### src/rtl/soc_boot_pkg.sv
// Shared types for the SoC boot/run sequencer.
// Defining BOOT_SCRUB_EN adds the SCRUB state, which NOP-fills instruction memory before loading.
package soc_boot_pkg;

   localparam logic [31:0] NOP_INSTR = 32'h0000_0013;

   typedef enum logic [2:0] {
      ST_IDLE    = 3'd0,
`ifdef BOOT_SCRUB_EN
      ST_SCRUB   = 3'd1,
`endif
      ST_LOAD    = 3'd2,
      ST_RELEASE = 3'd3,
      ST_RUN     = 3'd4,
      ST_DONE    = 3'd5,
      ST_TIMEOUT = 3'd6
   } boot_state_e;

   typedef struct packed {
      logic ld_ready;
      logic core_rst_n;
      logic fetch_en;
      logic busy;
      logic done;
      logic timeout;
   } boot_out_t;

   // Moore outputs for a given state; these are registered together with the state.
   function automatic boot_out_t boot_outs(input boot_state_e s);
      boot_out_t o;
      o = '0;
      case (s)
`ifdef BOOT_SCRUB_EN
         ST_SCRUB:   o.busy = 1'b1;
`endif
         ST_LOAD:    begin o.ld_ready = 1'b1; o.busy = 1'b1; end
         ST_RELEASE: begin o.core_rst_n = 1'b1; o.busy = 1'b1; end
         ST_RUN:     begin o.core_rst_n = 1'b1; o.fetch_en = 1'b1; o.busy = 1'b1; end
         ST_DONE:    begin o.core_rst_n = 1'b1; o.done = 1'b1; end
         ST_TIMEOUT: begin o.core_rst_n = 1'b1; o.timeout = 1'b1; end
         default:    o = '0;
      endcase
      return o;
   endfunction

endpackage

### src/rtl/boot_run_timer.sv
// RUN-phase cycle counter with a down-counting timeout terminal count.
// Captures the result word and cycle count on completion or timeout.
module boot_run_timer
   import soc_boot_pkg::*;
#(
   parameter int unsigned TIMEOUT_CYCLES = 100
) (
   input  logic        clk_i,
   input  logic        rst_i,
   input  logic        clr_cnt_i,
   input  logic        clr_cap_i,
   input  logic        run_i,
   input  logic [31:0] mem_flag_i,
   input  logic [31:0] mem_result_i,
   output logic        flag_hit_o,
   output logic        timeout_hit_o,
   output logic [31:0] result_o,
   output logic [31:0] cycles_o
);

   localparam logic [31:0] TC_LOAD   = 32'(TIMEOUT_CYCLES - 1);
   localparam logic [31:0] TC_CYCLES = 32'(TIMEOUT_CYCLES);

   logic [31:0] run_cnt;
   logic [31:0] run_cnt_inc;
   logic [31:0] tc_remain;

   assign run_cnt_inc   = (run_cnt == '1) ? run_cnt : run_cnt + 32'd1;
   assign flag_hit_o    = run_i && (mem_flag_i != '0);
   // A nonzero flag in the terminal cycle takes priority over the timeout.
   assign timeout_hit_o = run_i && (mem_flag_i == '0) && (tc_remain == '0);

   always_ff @(posedge clk_i) begin
      if (rst_i) begin
         run_cnt   <= '0;
         tc_remain <= TC_LOAD;
         result_o  <= '0;
         cycles_o  <= '0;
      end else begin
         if (clr_cnt_i) begin
            run_cnt   <= '0;
            tc_remain <= TC_LOAD;
         end else if (run_i) begin
            run_cnt <= run_cnt_inc;
            if (tc_remain != '0)
               tc_remain <= tc_remain - 32'd1;
         end

         if (clr_cap_i) begin
            result_o <= '0;
            cycles_o <= '0;
         end else if (flag_hit_o) begin
            result_o <= mem_result_i;
            cycles_o <= run_cnt_inc;
         end else if (timeout_hit_o) begin
            cycles_o <= TC_CYCLES;
         end
      end
   end

endmodule

### src/rtl/soc_boot_ctrl.sv
// Boot/run sequencer: loads the program image, releases the core and watches for completion.
// Optional BOOT_SCRUB_EN: NOP-fill all of instruction memory before each load.
//
// state      | meaning
// -----------+-----------------------------------------------------------
// IDLE       | core held in reset, waiting for start
// SCRUB      | (BOOT_SCRUB_EN) writing NOP to every imem word
// LOAD       | accepting loader words into imem, core in reset
// RELEASE    | one cycle: core out of reset, fetch still off, run timer cleared
// RUN        | fetch enabled, watching completion flag and timeout
// DONE       | flag seen; result and cycle count held
// TIMEOUT    | run did not finish in time; cycle count held
module soc_boot_ctrl
   import soc_boot_pkg::*;
#(
   parameter int          IMEM_DEPTH     = 256,
   parameter int          ADDR_W         = 8,
   parameter int unsigned TIMEOUT_CYCLES = 100
) (
   input  logic              clk_i,
   input  logic              rst_i,
   input  logic              start_i,
   input  logic              ld_valid_i,
   input  logic [31:0]       ld_data_i,
   input  logic              ld_last_i,
   output logic              ld_ready_o,
   output logic              imem_we_o,
   output logic [ADDR_W-1:0] imem_addr_o,
   output logic [31:0]       imem_wdata_o,
   output logic              core_rst_no,
   output logic              fetch_enable_o,
   input  logic [31:0]       mem_flag_i,
   input  logic [31:0]       mem_result_i,
   output logic              busy_o,
   output logic              done_o,
   output logic              timeout_o,
   output logic [31:0]       result_o,
   output logic [31:0]       cycles_o
);

   localparam logic [ADDR_W-1:0] ADDR_LAST = ADDR_W'(IMEM_DEPTH - 1);

   boot_state_e       state;
   boot_out_t         outs;
   logic [ADDR_W-1:0] addr_cnt;
   logic              ld_accept;
   logic              addr_full;
   logic              scrub_we;
   logic              restart;
   logic              flag_hit;
   logic              timeout_hit;

`ifdef BOOT_SCRUB_EN
   localparam boot_state_e START_ST = ST_SCRUB;
   assign scrub_we = (state == ST_SCRUB);
`else
   localparam boot_state_e START_ST = ST_LOAD;
   assign scrub_we = 1'b0;
`endif

   assign ld_accept = outs.ld_ready && ld_valid_i;
   assign addr_full = (addr_cnt == ADDR_LAST);
   assign restart   = start_i && (state inside {ST_IDLE, ST_DONE, ST_TIMEOUT});

   assign imem_we_o    = ld_accept || scrub_we;
   assign imem_addr_o  = imem_we_o ? addr_cnt : '0;
   assign imem_wdata_o = scrub_we ? NOP_INSTR : (ld_accept ? ld_data_i : '0);

   assign ld_ready_o     = outs.ld_ready;
   assign core_rst_no    = outs.core_rst_n;
   assign fetch_enable_o = outs.fetch_en;
   assign busy_o         = outs.busy;
   assign done_o         = outs.done;
   assign timeout_o      = outs.timeout;

   always_ff @(posedge clk_i) begin
      if (rst_i) begin
         state    <= ST_IDLE;
         outs     <= boot_outs(ST_IDLE);
         addr_cnt <= '0;
      end else begin
         case (state)
            ST_IDLE, ST_DONE, ST_TIMEOUT: begin
               if (start_i) begin
                  state    <= START_ST;
                  outs     <= boot_outs(START_ST);
                  addr_cnt <= '0;
               end
            end
`ifdef BOOT_SCRUB_EN
            ST_SCRUB: begin
               if (addr_full) begin
                  state    <= ST_LOAD;
                  outs     <= boot_outs(ST_LOAD);
                  addr_cnt <= '0;
               end else begin
                  addr_cnt <= addr_cnt + ADDR_W'(1);
               end
            end
`endif
            ST_LOAD: begin
               if (ld_accept) begin
                  addr_cnt <= addr_cnt + ADDR_W'(1);
                  // No wrap: a full memory ends the load even without ld_last_i.
                  if (ld_last_i || addr_full) begin
                     state <= ST_RELEASE;
                     outs  <= boot_outs(ST_RELEASE);
                  end
               end
            end
            ST_RELEASE: begin
               state <= ST_RUN;
               outs  <= boot_outs(ST_RUN);
            end
            ST_RUN: begin
               if (flag_hit) begin
                  state <= ST_DONE;
                  outs  <= boot_outs(ST_DONE);
               end else if (timeout_hit) begin
                  state <= ST_TIMEOUT;
                  outs  <= boot_outs(ST_TIMEOUT);
               end
            end
            default: begin
               state <= ST_IDLE;
               outs  <= boot_outs(ST_IDLE);
            end
         endcase
      end
   end

   boot_run_timer #(
      .TIMEOUT_CYCLES(TIMEOUT_CYCLES)
   ) u_run_timer (
      .clk_i         (clk_i),
      .rst_i         (rst_i),
      .clr_cnt_i     (state == ST_RELEASE),
      .clr_cap_i     (restart),
      .run_i         (state == ST_RUN),
      .mem_flag_i    (mem_flag_i),
      .mem_result_i  (mem_result_i),
      .flag_hit_o    (flag_hit),
      .timeout_hit_o (timeout_hit),
      .result_o      (result_o),
      .cycles_o      (cycles_o)
   );

endmodule

### config.mk
export PLATFORM = sky130hd
export DESIGN_NAME = soc_boot_ctrl
export DESIGN_NICKNAME = d
export VERILOG_FILES = /design/src/rtl/soc_boot_pkg.sv /design/src/rtl/boot_run_timer.sv /design/src/rtl/soc_boot_ctrl.sv
export SDC_FILE = /design/constraint.sdc
export NUM_CORES = 1
export LEC_CHECK = 0
export CELL_PAD_IN_SITES_DETAIL_PLACEMENT = 1
export CELL_PAD_IN_SITES_GLOBAL_PLACEMENT = 1
export CORE_MARGIN = 4
export CORE_UTILIZATION = 35
export DETAILED_ROUTE_END_ITERATION = 6
export PLACE_DENSITY_LB_ADDON = 0.25
export SETUP_SLACK_MARGIN = 0.15
export SLEW_MARGIN = 20
export SYNTH_ARGS = -nofsm -noshare
export SYNTH_HDL_FRONTEND = slang
export SYNTH_SLANG_ARGS = --single-unit
### constraint.sdc
create_clock -name clk_i -period 3.4 [get_ports clk_i]
set_input_delay 0.68 -clock clk_i [delete_from_list [all_inputs] [get_ports clk_i]]
set_output_delay 0.68 -clock clk_i [all_outputs]
set_load 0.02 [all_outputs]
Word-level counts from Yosys, hierarchy flattened
Cells that the tools add are included.
{"block": "classes", "n_addsub": 3, "eq_ne": 11, "muxes": 20, "n_reduce_logical": 20}
{"cell": "$mux W32", "n": 4}
{"cell": "$logic_not A32 Y1", "n": 2}
{"cell": "$reduce_bool A32 Y1", "n": 2}
{"cell": "$add A32 B1 Y32 const B", "n": 1}
{"cell": "$eq A32 B32 Y1 const B", "n": 1}
{"cell": "$sub A32 B1 Y32 const B", "n": 1}
{"cell": "$mux W6", "n": 5}
{"cell": "$mux W8", "n": 3}
{"cell": "$pmux W6 S4", "n": 1}
{"cell": "$pmux W8 S2", "n": 1}
{"cell": "$mux W3", "n": 5}
{"cell": "$pmux W3 S4", "n": 1}
{"cell": "$eq A3 B3 Y1 const B", "n": 3}
{"cell": "$add A8 B1 Y8 const B", "n": 1}
{"cell": "$eq A8 B8 Y1 const B", "n": 1}
{"cell": "$eq A3 B2 Y1 const B", "n": 2}
{"cell": "$ne A2 B2 Y1 const B", "n": 3}
{"cell": "$logic_and A1 B1 Y1", "n": 5}
{"cell": "$reduce_and A4 Y1", "n": 1}
{"cell": "$reduce_bool A2 Y1", "n": 2}
{"cell": "$reduce_or A2 Y1", "n": 2}
{"cell": "$logic_not A3 Y1", "n": 1}
{"cell": "$ne A3 B3 Y1 const B", "n": 1}
{"cell": "$reduce_and A3 Y1", "n": 1}
{"cell": "4 further kinds", "n": 4}
{"block": "word_totals", "ff_bits": 145, "inputBits": 101, "output_inout_bits": 111, "word_cells": 66}

Longest topological paths before layout
{"block": "depth", "depth_word": 6, "ltp_mapped": 9, "mapped_depth_nobuf": 7}

Hierarchy
A second synthesis with hierarchy kept.
{"block": "unflattened", "cells_unflattened": 844, "area_unflattened_um2": 6995.5}
{"module": "boot_run_timer", "instances": 1, "cells_each": 682, "area_each_um2": 5745.5, "seq_area_each_um2": 2562.5}
{"module": "soc_boot_ctrl", "instances": 1, "cells_each": 162, "area_each_um2": 1249.9, "seq_area_each_um2": 340.3}

Worst setup path before layout
Ideal clock, no wire load.
{"block": "synth_path", "path_type": "reg2reg", "startpoint": "register u_run_timer.tc_remain[18]", "endpoint": "register u_run_timer.tc_remain[0]", "setup_ns": 0.138, "t_arrival_ns": 2.326, "required_ns": 3.262, "path_slack_ns": 0.936, "path_stages_with_launch": 9, "n_path_buf": 3, "synth_period_minus_slack_ns": 2.464, "cell_sequence": "dfxtp_1 or4_1 buf_2 or4_4 o31ai_4 buf_6 buf_6 xnor2_1 nand2_1"}
{"block": "synth_between", "elab_chain_cells": 2}
{"element": "from (decl)", "line_no": "boot_run_timer.sv:26", "source": "logic [31:0] tc_remain;"}
{"element": "from (signal assigned)", "line_no": "boot_run_timer.sv:46", "source": "tc_remain <= tc_remain - 32'd1;"}
{"element": "$reduce_bool A32 Y1", "line_no": "boot_run_timer.sv:45", "source": "if (tc_remain != '0)"}
{"element": "$reduce_and A2 Y1 (no line)"}
No other way between the ends.
A chain may end at the register's enable or synchronous reset.

Worst setup path after layout
{"block": "layout_path", "startpoint": "input ld_valid_i", "endpoint": "output imem_addr_o[7]"}
{"block": "layout_between", "elab_chain_cells": 2}
{"element": "from (decl)", "line_no": "soc_boot_ctrl.sv:23", "source": "input logic ld_valid_i,"}
{"element": "$logic_and A1 B1 Y1", "line_no": "soc_boot_ctrl.sv:61", "source": "assign ld_accept = outs.ld_ready && ld_valid_i;"}
{"element": "$mux W8", "line_no": "soc_boot_ctrl.sv:66", "source": "assign imem_addr_o = imem_we_o ? addr_cnt : '0;"}
{"element": "to (decl)", "line_no": "soc_boot_ctrl.sv:28", "source": "output logic [ADDR_W-1:0] imem_addr_o,"}
No other way between the ends.

==> summary.md <==
| Metric | Value |
|---|---|
| Chip Height | `152 um` |
| Final period utilization | `87.5%` |
| Global-route wire length before repair | `40.8 mm` |
| Synthesis-to-finish area growth | `41.1%` |
| Reg2reg end | `u_run_timer.run_cnt[30]` |
| Maximum fanout along the worst path | `42` |
| Transition at the pin with the smallest max-transition slack | `976 ps` |
| Data required time at the worst endpoint | `2720 ps` |
| Count of routing violations after the opening detailed-route iteration | `445` |
| Largest cells by area after synthesis | `sky130_fd_sc_hd__dfxtp_1, sky130_fd_sc_hd__a21oi_1, sky130_fd_sc_hd__nand2_1` |
| Yosys warning count | `0` |
| Post-detailed-placement cell area | `0.00965 mm^2` |
| Relative slew slack | `34.7%` |
| Area of the core region | `0.0203 mm^2` |
| Post-synthesis instance area | `0.00725 mm^2` |
| Largest net degree at the start of global routing | `45` |
| Design Area, Final | `0.0102 mm^2` |
| Crit end category | `output pin` |
| Fin Clk Skew | `9.92 ps` |
| Utilization after layout | `50.4%` |
| Worst Path Class, Setup | `in2out` |
| TritonCTS Buffers | `17` |
| Overall track demand over capacity in global routing | `21.4%` |
| Number of placement rows | `52` |
| Number of buffers between clock root and the deepest sink | `2` |
| H-tree level count | `4` |
| Number of synthesized flops with an enable pin | `0` |
| Seq cells post-synth | `145` |
| R2r startpoint | `u_run_timer.run_cnt[0]` |
| Share of layout cells above drive strength 1 | `8.20%` |
| Cell type with the highest aggregate area in the netlist | `sky130_fd_sc_hd__dfxtp_1` |
| FF+latch area | `0.00290 mm^2` |
| Leakage power figure | `3.72 nW` |
| Port-buffer cells | `211` |
| Detailed Route WL | `25.2 mm` |
| Final net count | `1153` |
| Result of the run | `completed` |
| Setup TNS | `0 ps` |
| Vias | `7357` |
| Gpl congestion | `0.817` |
| DIE WIDTH | `152 um` |
| Worst-case setup slack after placement | `283 ps` |
| Total power density per cell area | `455 mW/mm^2` |
| Number of max-slew violations in the final report | `0` |
| List of most frequent post-synthesis cells | `sky130_fd_sc_hd__dfxtp_1, sky130_fd_sc_hd__nand2_1, sky130_fd_sc_hd__a21oi_1` |
| PnR worst setup slack | `424 ps` |
| Hold Path End | `u_run_timer.result_o[19]` |
| Cells resized by post-CTS repair | `0` |
| Netlist cell types | `66` |
| Count of final setup violators | `0` |
| Total die area | `0.0231 mm^2` |
| Hold buffer count at CTS | `0` |
| DRC errors left | `0` |
| Area occupied by multi-input gates | `0.00406 mm^2` |
| Sum of met2 wire segment lengths after detailed routing | `12.1 mm` |
| Unrepaired setup endpoints after global routing | `false` |
| Via density per instance | `5.53` |
| Starting Density | `35.7%` |
| Post-CTS Repair Setup Buffers | `0` |
| Flip-flop cell with the highest count after synthesis | `sky130_fd_sc_hd__dfxtp_1` |
| Critical hold path startpoint | `u_run_timer.result_o[19]` |
| Amount of wire on met3 after detailed routing | `1.13 mm` |
| Clock insertion delay at the later pin of the skew report | `430 ps` |
| Number of antenna violations at the first check in global routing | `0` |
| CTS sink cnt | `145` |
| Clock transition at the registers of the reported paths | `70 ps` |
| Hold Vio Cnt, Final | `0` |
| Post-synth top area share | `40.1%` |
| DRT Pass-1 Iters | `5` |
| Count leader, synth | `sky130_fd_sc_hd__dfxtp_1` |
| Via count of the first global-routing pass | `7325` |
| Max capacitance violation total | `0` |
| Synthesized instance count | `864` |
| Post-DRT Antenna Nets | `0` |
| Cell chosen for the clock root | `sky130_fd_sc_hd__clkbuf_16` |
| Hold/Removal Path Class | `reg2reg` |
| Setup slack of the most critical reg-to-reg path | `520 ps` |
| Final period demand of the worst path | `2980 ps` |
| Clock tree from TritonCTS | `done` |
| Filler instances | `2374` |
| Post-synthesis average cell area | `8.39 um^2` |
| Data arrival time at the worst-slack endpoint | `2300 ps` |
| Overflow left after global routing | `0` |
| Estimated wirelength of the detail-placed design | `17.9 mm` |
| Sequential-to-total area share from yosys stat | `40.1%` |
| Depth of the most critical reg-to-reg path | `6` |
| Post-synth net total | `969` |
| Maximum clock rate | `0.336 GHz` |
| Wire length per cell after detailed routing | `18.9 um` |
| Number of antenna diodes | `0` |
| Kind of launch point of the worst setup path | `primary input` |
| Share of flip-flops with an asynchronous set or reset after synthesis | `0%` |
| IR drop worst, VDD | `0.383 mV` |
| Number of cells on the worst hold path | `2` |
| Highest metal layer with signal wires | `met4` |
| Length of routed wiring on met1 | `11.7 mm` |
| Total I/O pin count | `212` |
==> sequential cells by signal, summed over array words and instances (netlist names), 3 cells and up <==
register,cells
u_run_timer.result_o,32
u_run_timer.run_cnt,32
addr_cnt,8
u_run_timer.tc_remain,32
state,3
u_run_timer.cycles_o,32
==> metal layers <==
| metal | up-vias | GRT usage [%] |
|---|---|---|
| met5 | - | 0 |
| met4 | 0 | 5.39 |
| met3 | 21 | 4.86 |
| met2 | 172 | 35.6 |
| met1 | 3580 | 28.1 |
| li1 | 3584 | - |
==> worst max-delay path: stages <==
cell and delay (ps):
sky130_fd_sc_hd__clkdlybuf4s50_1 450, sky130_fd_sc_hd__buf_4 300, sky130_fd_sc_hd__and3_1 240, sky130_fd_sc_hd__clkdlybuf4s50_1 620
==> where the power goes <==
part	internal [mW]	switching, mW
Sequential	1.75	0.0666
Clock	1.03	0.838
Combinational	0.401	0.567
==> how the worst max path moves through the flow <==
stage / to / slack, ps / cells past startpoint / start
after floorplan: u_run_timer.tc_remain[0] / 940 / 8 / u_run_timer.tc_remain[18]
after global placement: u_run_timer.cycles_o[31] / 280 / 7 / mem_flag_i[10]
after detailed placement: u_run_timer.cycles_o[31] / 280 / 7 / mem_flag_i[10]
after CTS: imem_addr_o[7] / 430 / 4 / ld_valid_i
after global routing: u_run_timer.run_cnt[30] / 350 / 6 / u_run_timer.run_cnt[0]
final: imem_addr_o[7] / 420 / 4 / ld_valid_i
==> cells in the final DEF, fill, tap and decap left out, types with 5 or more instances in the layout <==
master and count:
sky130_fd_sc_hd__o2111ai_1 5, sky130_fd_sc_hd__xor2_1 29, sky130_fd_sc_hd__o211ai_1 6, sky130_fd_sc_hd__nand2_1 98
sky130_fd_sc_hd__o31ai_1 22, sky130_fd_sc_hd__inv_6 7, sky130_fd_sc_hd__o21ai_0 23, sky130_fd_sc_hd__nand4_1 19
sky130_fd_sc_hd__a2111oi_0 8, sky130_fd_sc_hd__xnor2_1 20, sky130_fd_sc_hd__clkbuf_16 17, sky130_fd_sc_hd__a22o_1 22
sky130_fd_sc_hd__mux2i_1 5, sky130_fd_sc_hd__or2_2 6, sky130_fd_sc_hd__dfxtp_1 145, sky130_fd_sc_hd__a21oi_1 82
sky130_fd_sc_hd__nand3_1 21, sky130_fd_sc_hd__or3_1 31, sky130_fd_sc_hd__inv_1 10, sky130_fd_sc_hd__a211oi_1 10
sky130_fd_sc_hd__and4_1 10, sky130_fd_sc_hd__buf_4 22, sky130_fd_sc_hd__clkdlybuf4s50_1 211, sky130_fd_sc_hd__a21o_1 5
sky130_fd_sc_hd__nor3_1 17, sky130_fd_sc_hd__a21oi_2 5, sky130_fd_sc_hd__nor2_1 34, sky130_fd_sc_hd__or4_1 29
sky130_fd_sc_hd__and3_1 48, sky130_fd_sc_hd__nor4_1 23
==> cells by family after synthesis <==
family,Yosys count,share of synthesized area [%]
AND/OR/NAND/NOR,355,26.8
AO/OA/AOI/OAI,226,21.3
flip-flops,145,40.1
buffers and inverters,80,4.51
XOR/XNOR,49,5.92
multiplexers,5,0.691
adder cells (fa/ha/maj),4,0.691
==> through the flow <==
| stage | cells | hold slack [ps] | power, mW |
|---|---|---|---|
| 4_1_cts | 1331 | 455 | 4.71 |
| 6_report | 1331 | 454 | 4.65 |
| 3_5_place_dp | 1299 | 444 | 2.83 |
| 3_3_place_gp | 1299 | 437 | 2.81 |
| 5_1_grt | 1331 | 472 | 4.86 |
| 2_1_floorplan | 864 | 447 | 2.37 |
==> area by class of cell <==
type	count	share of cell area (%)
Timing Repair Buffer	235	22.7
Inverter	10	0.367
Tap cell	270	3.30
Sequential cell	145	28.4
Multi-Input combinational cell	639	39.7
Clock buffer	17	4.16
Clock inverter	15	1.46
Note: power is estimated with default switching activity, not from simulation.
